**config.mk**
```make
export PLATFORM = sky130hd
export DESIGN_NAME = sync_counter_n
export DESIGN_NICKNAME = d
export VERILOG_FILES = /design/src/rtl/sync_counter_pkg.sv /design/src/rtl/sync_counter_term.sv /design/src/rtl/sync_counter_n.sv
export SDC_FILE = /design/constraint.sdc
export NUM_CORES = 1
export LEC_CHECK = 0
export BUFFER_PORTS_ARGS = -buffer_cell sky130_fd_sc_hd__buf_2
export CORE_AREA = 2 2 39 41
export CTS_CLUSTER_DIAMETER = 120
export DETAILED_ROUTE_END_ITERATION = 6
export DIE_AREA = 0 0 41 43
export GPL_TIMING_DRIVEN = 1
export PLACE_DENSITY = 0.59
export SETUP_SLACK_MARGIN = 0.5
export SLEW_MARGIN = 20
export SYNTH_ARGS = -nofsm -noshare
export SYNTH_HDL_FRONTEND = slang
export SYNTH_SLANG_ARGS = --single-unit
```
**constraint.sdc**
```tcl
create_clock -name _CLK -period 4.01 [get_ports _CLK]
set_input_delay 0.2005 -clock _CLK [delete_from_list [all_inputs] [get_ports _CLK]]
set_output_delay 0.2005 -clock _CLK [all_outputs]
set_load 0.05 [all_outputs]
```
**src/rtl/sync_counter_pkg.sv**
```systemverilog
// Shared constants, next-state operation encoding and terminal-state helper
// for the parametrised synchronous counter family.
package sync_counter_pkg;

   localparam logic        CNT_UP    = 1'b1;
   localparam logic        CNT_DOWN  = 1'b0;
   localparam int unsigned MAX_WIDTH = 32;

   typedef enum logic [2:0] {
      OP_HOLD,
      OP_CLEAR,
      OP_LOAD,
      OP_UP,
      OP_DOWN
   } cnt_op_e;

   // Terminal state for a direction: MODULUS-1 going up, 0 going down.
   // The mask keeps MODULUS=2**WIDTH from producing a bit above WIDTH.
   function automatic logic [MAX_WIDTH-1:0] terminal_value(
      input logic            up,
      input longint unsigned modulus,
      input int unsigned     width
   );
      longint unsigned mask;
      mask = (width >= MAX_WIDTH) ? 64'h0000_0000_FFFF_FFFF
                                  : ((64'd1 << width) - 64'd1);
      return (up == CNT_UP) ? 32'((modulus - 64'd1) & mask) : '0;
   endfunction

   function automatic logic params_legal(
      input int unsigned     width,
      input longint unsigned modulus
   );
      logic ok;
      ok = (width >= 1) && (width <= MAX_WIDTH);
      if (ok) begin
         ok = (modulus >= 64'd2) && (modulus <= (64'd1 << width));
      end
      return ok;
   endfunction

endpackage

```
**src/rtl/sync_counter_term.sv**
```systemverilog
// Terminal-count detector shared by the ripple-carry output and the wrap
// decision; also flags loaded states that lie outside the count range.
module sync_counter_term
   import sync_counter_pkg::*;
#(
   parameter int unsigned     WIDTH   = 4,
   parameter longint unsigned MODULUS = 16
) (
   input  logic [WIDTH-1:0] q_i,
   input  logic             up_i,
   output logic             term_o,
   output logic             oor_o
);

   localparam logic [WIDTH-1:0] TERM_UP = WIDTH'(terminal_value(CNT_UP, MODULUS, WIDTH));
   localparam logic [WIDTH-1:0] TERM_DN = WIDTH'(terminal_value(CNT_DOWN, MODULUS, WIDTH));

   logic at_last;
   logic at_zero;

   assign at_last = (q_i == TERM_UP);
   assign at_zero = (q_i == TERM_DN);

   assign term_o = (up_i == CNT_UP) ? at_last : at_zero;

   // Never true when MODULUS=2**WIDTH, since TERM_UP is then all ones.
   assign oor_o  = (q_i > TERM_UP);

endmodule

```
**src/rtl/sync_counter_n.sv**
```systemverilog
// Parametrised synchronous binary counter: clear/load/ENP/ENT behave like
// the TTL 4-bit counters, plus modulus, up/down and a registered wrap pulse.
module sync_counter_n
   import sync_counter_pkg::*;
#(
   parameter int unsigned     WIDTH   = 4,
   parameter longint unsigned MODULUS = 16
) (
   input  logic             _CLK,
   input  logic             _RST,
   input  logic             _CLR,
   input  logic             _LOAD,
   input  logic             _ENP,
   input  logic             _ENT,
   input  logic             _UP,
   input  logic [WIDTH-1:0] _DATA,
   output logic [WIDTH-1:0] _Q,
   output logic             _RCO,
   output logic             _TC
);

   if (!params_legal(WIDTH, MODULUS)) begin : g_bad_params
      $fatal(1, "sync_counter_n: illegal WIDTH=%0d / MODULUS=%0d", WIDTH, MODULUS);
   end

   localparam logic [WIDTH-1:0] LAST = WIDTH'(terminal_value(CNT_UP, MODULUS, WIDTH));
   localparam logic [WIDTH-1:0] ONE  = WIDTH'(1);

   logic [WIDTH-1:0] q_q, q_d;
   logic             tc_q, tc_d;
   logic             term;
   logic             oor;
   cnt_op_e          op;

   sync_counter_term #(
      .WIDTH   (WIDTH),
      .MODULUS (MODULUS)
   ) u_term (
      .q_i    (q_q),
      .up_i   (_UP),
      .term_o (term),
      .oor_o  (oor)
   );

   always_comb begin
      op = OP_HOLD;
      if (!_CLR) begin
         op = OP_CLEAR;
      end else if (!_LOAD) begin
         op = OP_LOAD;
      end else if (_ENP && _ENT) begin
         op = (_UP == CNT_UP) ? OP_UP : OP_DOWN;
      end
   end

   // Out-of-range states fold onto the wrap target: up pulses TC, down does not.
   always_comb begin
      q_d  = q_q;
      tc_d = 1'b0;
      case (op)
         OP_CLEAR: q_d = '0;
         OP_LOAD:  q_d = _DATA;
         OP_UP: begin
            if (term || oor) begin
               q_d  = '0;
               tc_d = 1'b1;
            end else begin
               q_d  = q_q + ONE;
            end
         end
         OP_DOWN: begin
            if (term) begin
               q_d  = LAST;
               tc_d = 1'b1;
            end else if (oor) begin
               q_d  = LAST;
            end else begin
               q_d  = q_q - ONE;
            end
         end
         default: ;
      endcase
   end

   always_ff @(posedge _CLK or negedge _RST) begin
      if (!_RST) begin
         q_q  <= '0;
         tc_q <= 1'b0;
      end else begin
         q_q  <= q_d;
         tc_q <= tc_d;
      end
   end

   assign _Q   = q_q;
   assign _TC  = tc_q;
   assign _RCO = _ENT & term;

endmodule

```
==> flow_results.xml, run 1 <==
<?xml version="1.0" encoding="UTF-8"?>
<metrics>
  <group name="outcome">
    <metric name="outcome" unit="">completed</metric>
  </group>
  <group name="critical_path">
    <metric name="critical_path_required" unit="ns">3.81</metric>
    <metric name="crit_path_cell_trace" unit="">inv_1, ha_1, nand2b_1, o31a_1, nor2b_1, buf_2</metric>
    <metric name="cpPeakStageDelay" unit="ns">0.46</metric>
    <metric name="setup.worst_path.start" unit="">_Q[0]</metric>
    <metric name="cpMaxStageDelayCell" unit="">dfrtp_1</metric>
    <metric name="timing_worst_setup_path_type" unit="">reg -&gt; out</metric>
    <metric name="worstReg2RegStart" unit="">_Q[0]</metric>
    <metric name="crit_fanout" unit="">9</metric>
    <metric name="path_buf_inv" unit="">2</metric>
    <metric name="cp-start-kind" unit="">flip-flop</metric>
    <metric name="kind_of_capture_point_of_the_worst_setup_path" unit="">output pin</metric>
    <metric name="cpLargestDelayFamily" unit="">flip-flops</metric>
    <metric name="wp_data_arrival" unit="ns">1.68</metric>
  </group>
  <group name="detailed_routing">
    <metric name="wl_per_cell" unit="µm">11.0</metric>
    <metric name="dr_total_vias" unit="">409</metric>
    <metric name="drt.antenna.violating_nets" unit="">0</metric>
    <metric name="detailedRoute.firstPassIterationCount" unit="">2</metric>
    <metric name="drt_initial_violations" unit="">5</metric>
    <metric name="drt-vias-per-instance" unit="">5.05</metric>
    <metric name="wirelength" unit="µm">888</metric>
    <metric name="remaining_drc_errors" unit="">0</metric>
  </group>
  <group name="floorplanning">
    <metric name="floorplan.io_pins" unit="">17</metric>
    <metric name="floorplan.initialDensity" unit="%">28.1</metric>
    <metric name="fp-row-count" unit="">14</metric>
    <metric name="core_region_area" unit="µm²">1380</metric>
    <metric name="floorplan.die.height" unit="µm">43</metric>
    <metric name="design.die.area" unit="µm²">1760</metric>
    <metric name="floorplan.die.width" unit="µm">41</metric>
  </group>
  <group name="timing">
    <metric name="setup_total_negative_slack" unit="ns">0</metric>
    <metric name="clock-skew-final" unit="ns">0.00302</metric>
    <metric name="slew-limit-headroom" unit="%">83.2</metric>
    <metric name="worstMarginPinSlew" unit="ns">0.252</metric>
    <metric name="finalHoldWorstSlack" unit="ns">0.222</metric>
    <metric name="setup_slack" unit="ns">2.13</metric>
    <metric name="timing.final.crit_period" unit="ns">1.88</metric>
    <metric name="finalMaxSlewViolations" unit="">0</metric>
    <metric name="unrepaired_setup_endpoints_after_global_routing" unit="">false</metric>
    <metric name="finalHoldViolCount" unit="">0</metric>
    <metric name="maxClockFrequency" unit="MHz">531</metric>
    <metric name="finalSetupViolCount" unit="">0</metric>
    <metric name="post_route_clock_period_utilization" unit="%">47.0</metric>
  </group>
  <group name="synthesis">
    <metric name="ys_top_cells_by_count" unit="">dfrtp_1, nand2_1, nor2b_1</metric>
    <metric name="synth-edff-count" unit="">0</metric>
    <metric name="synthDistinctLibCells" unit="">23</metric>
    <metric name="synth_top_area_cell" unit="">dfrtp_1</metric>
    <metric name="synthesis.area_per_instance" unit="µm²">8.65</metric>
    <metric name="async_flop_share" unit="%">100</metric>
    <metric name="synth-seq-area-share" unit="%">32.2</metric>
    <metric name="yosys_register_bits" unit="">5</metric>
    <metric name="synth_largest_type_area_fraction" unit="%">32.2</metric>
    <metric name="synth_cells" unit="">45</metric>
    <metric name="yosys.cell_count.top_type" unit="">dfrtp_1</metric>
    <metric name="ys.flop_type" unit="">dfrtp_1</metric>
    <metric name="postSynthNetCount" unit="">58</metric>
    <metric name="synth.top_cells.by_area" unit="">dfrtp_1, ha_1, nor2b_1</metric>
    <metric name="yosysWarnings" unit="">0</metric>
    <metric name="synthesis.area" unit="µm²">389</metric>
  </group>
  <group name="placement">
    <metric name="pre_cts_ws" unit="ns">2.39</metric>
    <metric name="buffer_ports.inserted" unit="">16</metric>
    <metric name="gpl.final_weighted_congestion" unit="">0.819</metric>
    <metric name="dp.final_hpwl" unit="µm">689</metric>
  </group>
  <group name="power">
    <metric name="leakage_component_of_the_power" unit="nW">0.257</metric>
    <metric name="sw_frac_of_total" unit="%">33.4</metric>
    <metric name="p_comb_share" unit="%">28.7</metric>
    <metric name="power.ir.vdd_worst" unit="V">0.000217</metric>
    <metric name="power.sequential.fraction" unit="%">36.5</metric>
    <metric name="power.switching" unit="µW">54.8</metric>
    <metric name="design_power_total" unit="µW">164</metric>
    <metric name="p_int" unit="µW">109</metric>
    <metric name="power.density_cell_area" unit="nW/µm²">316</metric>
    <metric name="power_frac_clock" unit="%">34.9</metric>
  </group>
  <group name="clock_network">
    <metric name="htreeDepth" unit="">1</metric>
    <metric name="cts-buffers-inserted" unit="">3</metric>
    <metric name="cts_root_buf" unit="">clkbuf_4</metric>
    <metric name="clock_tree.buffer_depth" unit="">2</metric>
    <metric name="cts_setup_buffers" unit="">0</metric>
    <metric name="clock_insertion_delay_worst_skew" unit="ns">0.24</metric>
    <metric name="tritoncts" unit="">done</metric>
    <metric name="cts.sinks" unit="">5</metric>
    <metric name="clk_transition_reported_paths" unit="ns">0.04</metric>
  </group>
  <group name="layout">
    <metric name="area.growth.synth_to_final" unit="%">33.8</metric>
    <metric name="antenna_cells_inserted" unit="">0</metric>
    <metric name="finish.net_count" unit="">79</metric>
    <metric name="final_layout_size_suffix_gt1_share" unit="%">29.2</metric>
  </group>
  <group name="hold_path">
    <metric name="hold_path.class" unit="">in -&gt; reg</metric>
    <metric name="min-delay-start" unit="">_DATA[1]</metric>
  </group>
  <group name="job">
    <metric name="maxCapViolCount" unit="">0</metric>
  </group>
  <group name="grt">
    <metric name="number_of_global_route_vias_before_repair" unit="">361</metric>
    <metric name="pin_count_of_the_biggest_net_entering_global_routing" unit="">11</metric>
    <metric name="grt_usage" unit="%">12.0</metric>
    <metric name="grt-ovfl-total" unit="">0</metric>
    <metric name="grt_antenna_before_repair" unit="">0</metric>
    <metric name="grt_pass1_wl" unit="mm">1.40</metric>
  </group>
</metrics>
[kinds of logic (layout without fill, tap and decap cells)]
group / Yosys count / count (layout) / synth area share [%]
simple gates: 19 / 19 / 28.6
xor+xnor: 2 / 2 / 4.50
mux: 1 / 1 / 2.89
flops: 5 / 5 / 32.2
fa+ha+maj: 2 / 2 / 6.43
compound gates: 12 / 12 / 21.2
buf+inv: 4 / 24 / 4.18
[metal layers]
metal | track usage (%) | routed length [µm] | vias up
li1 | - | - | 207
met1 | 15.4 | 396 | 188
met2 | 16.9 | 427 | 14
met3 | 4.71 | 64 | 0
met4 | 6.00 | 0 | 0
met5 | 0 | 0 | -
[worst paths after layout]
path,to,slack [ns],depth (start not counted)
setup reg to reg,_Q[0],2.47,5
min in group asynchronous,_Q[1],0.30,2
max in group asynchronous,_Q[0],3.58,2
hold reg to reg,_Q[2],0.74,2
hold / removal,_Q[1],0.22,2
setup / recovery,_RCO,2.13,6
[worst reg2reg max path, stage by stage (launching register included)]
cell	delay (ns)
dfrtp_1	0.46
ha_1	0.27
nand4_1	0.13
o31a_1	0.20
a21oi_1	0.08
o31a_1	0.29
[layout make-up]
cell class                      instances  area [µm²]
Timing Repair Buffer                   17        90.1
Sequential cell                         5         125
Multi-Input combinational cell         36         248
Clock buffer                            4        26.3
Fill cell                             145         863
Tap cell                               16        20.0
Inverter                                3        11.3
[through the flow]
stage,instance area [µm²],instances,utilization [%]
global route,520,81,37.6
CTS,520,81,37.6
detailed placement,484,76,35.0
floorplan,389,45,-
global placement,484,76,35.0
finish,520,81,37.6
[layout by cell type (no fill, tap or decap), drive strengths merged]
cell type    count
and4b            1
ha               2
buf             16
nand2            4
a311oi           1
mux2             1
nand2b           2
inv              3
nor2             2
o211a            1
o311ai           1
nand4            3
o211ai           1
o31a             2
xor2             1
xnor2            1
clkbuf           4
or4b             1
dfrtp            5
o21ai            3
dlygate4sd3      1
and3             2
nor2b            4
a21oi            3
[power by group through the flow]
| stage | Clock, mW | Combinational, mW | Sequential [mW] |
|---|---|---|---|
| after floorplan | 0 | 0.0219 | 0.0701 |
| after global placement | 0 | 0.0466 | 0.0606 |
| after detailed placement | 0 | 0.0465 | 0.0605 |
| after CTS | 0.0598 | 0.0476 | 0.0598 |
| after global routing | 0.0654 | 0.0515 | 0.0609 |
| final | 0.0573 | 0.0471 | 0.0599 |
[state kept, by name, indices dropped and copies added, names as in the netlist]
register,count
_Q,4
_TC,1
[timing repair]
action | in CTS | in global routing
setup endpoints to repair | 0 | 0
gates resized for setup | 0 | 0
hold buffers | 1 | 0
endpoints found under the hold margin | 5 | 0
(Power assumes the default switching activity.)
==> inputs of run 2 (changes only) <==
- PLACE_DENSITY: 0.59 -> 0.61
- clock period: 4.01 -> 1.7 ns (I/O delays scaled with it)
==> run 2 against run 1 <==
Clock skew grew 0.0037 ns. Routed wire length grew 19%. Final cell count is 6.2% higher. Critical endpoint unchanged. Largest cell class unchanged.
==> flow_results.xml, run 2 (synthesis gave the netlist of run 1 again) <==
<?xml version="1.0" encoding="UTF-8"?>
<metrics>
  <group name="detailed_routing">
    <metric name="dr_total_vias" unit="">434</metric>
    <metric name="detailedRoute.firstPassIterationCount" unit="">4</metric>
    <metric name="remaining_drc_errors" unit="">0</metric>
    <metric name="drt.antenna.violating_nets" unit="">0</metric>
    <metric name="drt-vias-per-instance" unit="">5.05</metric>
    <metric name="wl_per_cell" unit="µm">12.2</metric>
    <metric name="drt_initial_violations" unit="">7</metric>
    <metric name="wirelength" unit="mm">1.05</metric>
  </group>
  <group name="floorplanning">
    <metric name="floorplan.io_pins" unit="">17</metric>
    <metric name="floorplan.initialDensity" unit="%">28.1</metric>
    <metric name="design.die.area" unit="µm²">1760</metric>
    <metric name="fp-row-count" unit="">14</metric>
    <metric name="floorplan.die.height" unit="µm">43</metric>
    <metric name="floorplan.die.width" unit="µm">41</metric>
    <metric name="core_region_area" unit="µm²">1380</metric>
  </group>
  <group name="outcome">
    <metric name="outcome" unit="">completed</metric>
  </group>
  <group name="hold_path">
    <metric name="min_delay_path_depth" unit="">2</metric>
    <metric name="hold_path.class" unit="">in -&gt; reg</metric>
    <metric name="min-delay-start" unit="">_DATA[1]</metric>
    <metric name="hold-path-endpoint" unit="">_Q[1]</metric>
  </group>
  <group name="power">
    <metric name="design_power_total" unit="µW">439</metric>
    <metric name="sw_frac_of_total" unit="%">33.7</metric>
    <metric name="power.switching" unit="µW">148</metric>
    <metric name="p_int" unit="µW">291</metric>
    <metric name="power.ir.vdd_worst" unit="V">0.000451</metric>
    <metric name="power.sequential.fraction" unit="%">32.2</metric>
    <metric name="p_comb_share" unit="%">36.3</metric>
    <metric name="power.density_cell_area" unit="nW/µm²">677</metric>
    <metric name="power_frac_clock" unit="%">31.5</metric>
    <metric name="leakage_component_of_the_power" unit="nW">0.295</metric>
  </group>
  <group name="grt">
    <metric name="grt_pass1_wl" unit="mm">1.78</metric>
    <metric name="grt_usage" unit="%">15.3</metric>
    <metric name="number_of_global_route_vias_before_repair" unit="">421</metric>
    <metric name="grt_antenna_before_repair" unit="">0</metric>
    <metric name="pin_count_of_the_biggest_net_entering_global_routing" unit="">11</metric>
    <metric name="grt-ovfl-total" unit="">0</metric>
  </group>
  <group name="layout">
    <metric name="post_layout_nonfiller_instances" unit="">86</metric>
    <metric name="most-common-layout-cells" unit="">buf_2, nand2_1, buf_4</metric>
    <metric name="final_layout_size_suffix_gt1_share" unit="%">54.3</metric>
    <metric name="area.growth.synth_to_final" unit="%">66.6</metric>
    <metric name="antenna_cells_inserted" unit="">0</metric>
    <metric name="largest_register_ff_count" unit="">4</metric>
    <metric name="final_cell_area" unit="µm²">648</metric>
    <metric name="post_route_core_utilization" unit="%">46.8</metric>
    <metric name="mostFrequentLayoutCell" unit="">buf_2</metric>
    <metric name="finish.net_count" unit="">84</metric>
  </group>
  <group name="placement">
    <metric name="pre_cts_ws" unit="ns">0.130</metric>
    <metric name="gpl.final_weighted_congestion" unit="">0.723</metric>
    <metric name="placedInstanceArea" unit="µm²">524</metric>
    <metric name="numPlacedInstances" unit="">76</metric>
    <metric name="buffer_ports.inserted" unit="">16</metric>
  </group>
  <group name="critical_path">
    <metric name="reg2reg_setup_slack" unit="ns">0.08</metric>
    <metric name="cp-start-kind" unit="">flip-flop</metric>
    <metric name="kind_of_capture_point_of_the_worst_setup_path" unit="">output pin</metric>
    <metric name="critical_path_required" unit="ns">1.62</metric>
    <metric name="rr_endpoint" unit="">_Q[3]</metric>
    <metric name="worstReg2RegStart" unit="">_Q[0]</metric>
    <metric name="timing_worst_setup_path_type" unit="">reg -&gt; out</metric>
    <metric name="crit_fanout" unit="">3</metric>
    <metric name="wp_data_arrival" unit="ns">1.55</metric>
    <metric name="reg2reg_depth" unit="">5</metric>
  </group>
  <group name="clock_network">
    <metric name="tritoncts" unit="">done</metric>
    <metric name="clock_tree.buffer_depth" unit="">2</metric>
    <metric name="cts_root_buf" unit="">clkbuf_4</metric>
    <metric name="cts.sinks" unit="">5</metric>
    <metric name="clock_insertion_delay_worst_skew" unit="ns">0.24</metric>
    <metric name="clk_transition_reported_paths" unit="ns">0.04</metric>
    <metric name="cts-buffers-inserted" unit="">3</metric>
    <metric name="htreeDepth" unit="">1</metric>
  </group>
  <group name="timing">
    <metric name="unrepaired_setup_endpoints_after_global_routing" unit="">true</metric>
    <metric name="finalSetupViolCount" unit="">0</metric>
    <metric name="post_route_clock_period_utilization" unit="%">96.0</metric>
    <metric name="maxClockFrequency" unit="MHz">613</metric>
    <metric name="finalHoldWorstSlack" unit="ns">0.0772</metric>
    <metric name="setup_total_negative_slack" unit="ns">0</metric>
    <metric name="timing.final.crit_period" unit="ns">1.63</metric>
    <metric name="finalMaxSlewViolations" unit="">0</metric>
    <metric name="clock-skew-final" unit="ns">0.00673</metric>
    <metric name="setup_slack" unit="ns">0.0683</metric>
    <metric name="finalHoldViolCount" unit="">0</metric>
    <metric name="slew-limit-headroom" unit="%">78.5</metric>
    <metric name="worstMarginPinSlew" unit="ns">0.318</metric>
  </group>
  <group name="job">
    <metric name="maxCapViolCount" unit="">0</metric>
  </group>
</metrics>
run 2: final cells by class:
| type | instances | area [µm²] |
|---|---|---|
| Sequential cell | 5 | 133 |
| Multi-Input combinational cell | 36 | 305 |
| Inverter | 3 | 11.3 |
| Clock buffer | 4 | 26.3 |
| Fill cell | 141 | 736 |
| Tap cell | 16 | 20.0 |
| Timing Repair Buffer | 22 | 153 |
run 2: worst max path at each step:
stage          slack, ns    to  startpoint
6_report            0.07  _RCO       _Q[0]
5_1_grt             0.01  _RCO       _Q[0]
4_1_cts             0.06  _RCO       _Q[0]
3_5_place_dp        0.13  _RCO       _Q[0]
3_3_place_gp        0.15  _RCO       _Q[0]
2_1_floorplan       0.15  _RCO       _Q[0]
run 2: power by group through the flow:
stage / Clock [mW] / Sequential (mW) / Combinational, mW
floorplan: 0 / 0.170 / 0.0589
global placement: 0 / 0.148 / 0.117
detailed placement: 0 / 0.148 / 0.118
CTS: 0.141 / 0.144 / 0.141
global route: 0.158 / 0.143 / 0.174
finish: 0.138 / 0.141 / 0.159
run 2: repair_timing:
| action | CTS | global route |
|---|---|---|
| pin swaps | 5 | 2 |
| hold buffers | 1 | 0 |
| buffers inserted | 4 | 1 |
| endpoints found under the setup margin | 6 | 7 |
| cloned | 0 | 0 |
| gates resized for setup | 4 | 6 |
| endpoints found under the hold margin | 5 | 0 |
run 2: worst max-delay path: stages (launching register included):
cell and delay (ns):
dfrtp_4 0.49, inv_2 0.07, ha_4 0.13, nand2b_4 0.05, o31a_1 0.28, nor2b_4 0.12
buf_6 0.15
run 2: routing by layer:
metal / up-vias / track usage (%) / wire, µm
li1: 221 / - / -
met1: 200 / 17.7 / 445
met2: 13 / 23.8 / 528
met3: 0 / 9.42 / 79
met4: 0 / 2.00 / 0
met5: - / 0 / 0
==> inputs of run 3 (changes only) <==
- CORE_AREA: 2 2 39 41 -> default
- CORE_MARGIN: default -> 2
- CORE_UTILIZATION: default -> 30
- DIE_AREA: 0 0 41 43 -> default
- PLACE_DENSITY: 0.61 -> 0.62
- REMOVE_ABC_BUFFERS: default -> 1
==> run 3 against run 2 <==
Final cell count is 4.7% higher. Clock skew hardly changed. Non-clock buffer count is 6 higher. Critical path type unchanged. Highest routed layer unchanged.
==> flow_results.xml, run 3 (synthesis gave the netlist of run 1 again) <==
<?xml version="1.0" encoding="UTF-8"?>
<metrics>
  <group name="outcome">
    <metric name="outcome" unit="">completed</metric>
  </group>
  <group name="placement">
    <metric name="dp.final_hpwl" unit="µm">703</metric>
    <metric name="gpl.final_weighted_congestion" unit="">0.784</metric>
    <metric name="pre_cts_ws" unit="ns">0.195</metric>
    <metric name="placedInstanceArea" unit="µm²">489</metric>
    <metric name="buffer_ports.inserted" unit="">16</metric>
  </group>
  <group name="timing">
    <metric name="timing.final.crit_period" unit="ns">1.58</metric>
    <metric name="worstMarginPinSlew" unit="ns">0.329</metric>
    <metric name="setup_total_negative_slack" unit="ns">0</metric>
    <metric name="setup_slack" unit="ns">0.120</metric>
    <metric name="finalMaxSlewViolations" unit="">0</metric>
    <metric name="post_route_clock_period_utilization" unit="%">92.9</metric>
    <metric name="slew-limit-headroom" unit="%">78.1</metric>
    <metric name="clock-skew-final" unit="ns">0.00639</metric>
    <metric name="finalSetupViolCount" unit="">0</metric>
    <metric name="maxClockFrequency" unit="MHz">633</metric>
    <metric name="finalHoldWorstSlack" unit="ns">0.0999</metric>
    <metric name="unrepaired_setup_endpoints_after_global_routing" unit="">true</metric>
    <metric name="finalHoldViolCount" unit="">0</metric>
  </group>
  <group name="clock_network">
    <metric name="clock_tree.buffer_depth" unit="">2</metric>
    <metric name="cts-buffers-inserted" unit="">3</metric>
    <metric name="clock_insertion_delay_worst_skew" unit="ns">0.24</metric>
    <metric name="cts.sinks" unit="">5</metric>
    <metric name="tritoncts" unit="">done</metric>
    <metric name="htreeDepth" unit="">1</metric>
    <metric name="cts_root_buf" unit="">clkbuf_4</metric>
    <metric name="clk_transition_reported_paths" unit="ns">0.04</metric>
  </group>
  <group name="floorplanning">
    <metric name="floorplan.die.height" unit="µm">40.0</metric>
    <metric name="design.die.area" unit="µm²">1600</metric>
    <metric name="core_region_area" unit="µm²">1160</metric>
    <metric name="floorplan.io_pins" unit="">17</metric>
    <metric name="floorplan.initialDensity" unit="%">33.7</metric>
    <metric name="fp-row-count" unit="">12</metric>
    <metric name="floorplan.die.width" unit="µm">40.0</metric>
  </group>
  <group name="critical_path">
    <metric name="worstReg2RegStart" unit="">_Q[0]</metric>
    <metric name="cpPeakStageDelay" unit="ns">0.42</metric>
    <metric name="crit_path_cell_trace" unit="">inv_2, ha_4, nand2b_4, o31a_1, nor2b_2, buf_6</metric>
    <metric name="critical_path_required" unit="ns">1.62</metric>
    <metric name="kind_of_capture_point_of_the_worst_setup_path" unit="">output pin</metric>
    <metric name="wp_data_arrival" unit="ns">1.49</metric>
    <metric name="cpLargestDelayFamily" unit="">flip-flops</metric>
    <metric name="cp.depth" unit="">6</metric>
    <metric name="path_buf_inv" unit="">2</metric>
    <metric name="reg2reg_depth" unit="">5</metric>
    <metric name="cp-start-kind" unit="">flip-flop</metric>
    <metric name="cpMaxStageDelayCell" unit="">dfrtp_2</metric>
    <metric name="crit_fanout" unit="">3</metric>
    <metric name="timing_worst_setup_path_type" unit="">reg -&gt; out</metric>
    <metric name="setup.worst_path.start" unit="">_Q[0]</metric>
  </group>
  <group name="detailed_routing">
    <metric name="dr_total_vias" unit="">460</metric>
    <metric name="detailedRoute.firstPassIterationCount" unit="">4</metric>
    <metric name="drt-vias-per-instance" unit="">5.11</metric>
    <metric name="remaining_drc_errors" unit="">0</metric>
    <metric name="drt_initial_violations" unit="">7</metric>
    <metric name="wl_per_cell" unit="µm">13.2</metric>
    <metric name="wirelength" unit="mm">1.19</metric>
    <metric name="drt.antenna.violating_nets" unit="">0</metric>
  </group>
  <group name="grt">
    <metric name="globalRoute.busiestLayer" unit="">met2</metric>
    <metric name="pin_count_of_the_biggest_net_entering_global_routing" unit="">11</metric>
    <metric name="use_met2" unit="%">29.0</metric>
    <metric name="grt-ovfl-total" unit="">0</metric>
    <metric name="grt_antenna_before_repair" unit="">0</metric>
    <metric name="grt_usage" unit="%">18.0</metric>
    <metric name="number_of_global_route_vias_before_repair" unit="">397</metric>
    <metric name="grt_use_met3" unit="%">6.67</metric>
    <metric name="grtUsageMet1" unit="%">23.2</metric>
    <metric name="grt_pass1_wl" unit="mm">1.87</metric>
  </group>
  <group name="job">
    <metric name="maxCapViolCount" unit="">0</metric>
  </group>
  <group name="layout">
    <metric name="most-common-layout-cells" unit="">buf_2, buf_4, buf_6</metric>
    <metric name="final_cell_area" unit="µm²">694</metric>
    <metric name="mostFrequentLayoutCell" unit="">buf_2</metric>
    <metric name="area.growth.synth_to_final" unit="%">78.5</metric>
    <metric name="finish.net_count" unit="">90</metric>
    <metric name="largest_register_ff_count" unit="">4</metric>
    <metric name="final_layout_size_suffix_gt1_share" unit="%">56.6</metric>
    <metric name="antenna_cells_inserted" unit="">0</metric>
    <metric name="num-fill-cells" unit="">108</metric>
    <metric name="post_route_core_utilization" unit="%">60.1</metric>
  </group>
  <group name="hold_path">
    <metric name="min-delay-start" unit="">_DATA[1]</metric>
    <metric name="hold_path.class" unit="">in -&gt; reg</metric>
    <metric name="min_delay_path_depth" unit="">2</metric>
  </group>
  <group name="power">
    <metric name="power.density_cell_area" unit="nW/µm²">662</metric>
    <metric name="leakage_component_of_the_power" unit="nW">0.328</metric>
    <metric name="power.ir.vdd_worst" unit="V">0.000699</metric>
  </group>
</metrics>
-- run 3: cell count changes in the layout (fill, tap and decap cells not counted), sizes merged --
cell / previous run / this run
buf: 21 / 26
clkbuf: 4 / 5
-- run 3: area by class of cell --
class | instances | area [µm²] | area share [%]
multi-input cells | 36 | 309 | 44.5
clock buffers | 4 | 26.3 | 3.78
well taps | 14 | 17.5 | 2.52
flip-flops and latches | 5 | 128 | 18.4
inverters | 3 | 11.3 | 1.62
repair buffers | 28 | 203 | 29.2
-- run 3: through the flow --
stage	cells	power, mW
after floorplan	44	0.214
after CTS	88	0.442
after global routing	90	0.496
final	90	0.459
after global placement	75	0.257
after detailed placement	75	0.256
-- run 3: metal layers --
metal | routed length [µm] | vias up
li1 | - | 229
met1 | 549 | 210
met2 | 554 | 21
met3 | 87 | 0
met4 | 0 | 0
met5 | 0 | -
-- run 3: report_power, final --
| group | leakage, nW | switching [mW] | internal [mW] |
|---|---|---|---|
| Combinational | 0.249 | 0.0961 | 0.0896 |
| Clock | 0.0150 | 0.0463 | 0.0886 |
| Sequential | 0.0634 | 0.0116 | 0.127 |
-- run 3: final timing paths --
kind	end	slack [ns]
max	_RCO	0.12
min	_Q[1]	0.1
max reg2reg	_Q[3]	0.16
min reg2reg	_Q[0]	0.82
max in group asynchronous	_Q[1]	1.38
min in group asynchronous	_Q[0]	0.18
-- run 3: timing repair --
action,4_1_cts,5_1_grt
setup endpoints to repair,6,8
pin swaps,6,5
hold buffers,1,0
setup buffers,8,2
resized for setup,15,11
endpoints found under the hold margin,5,0
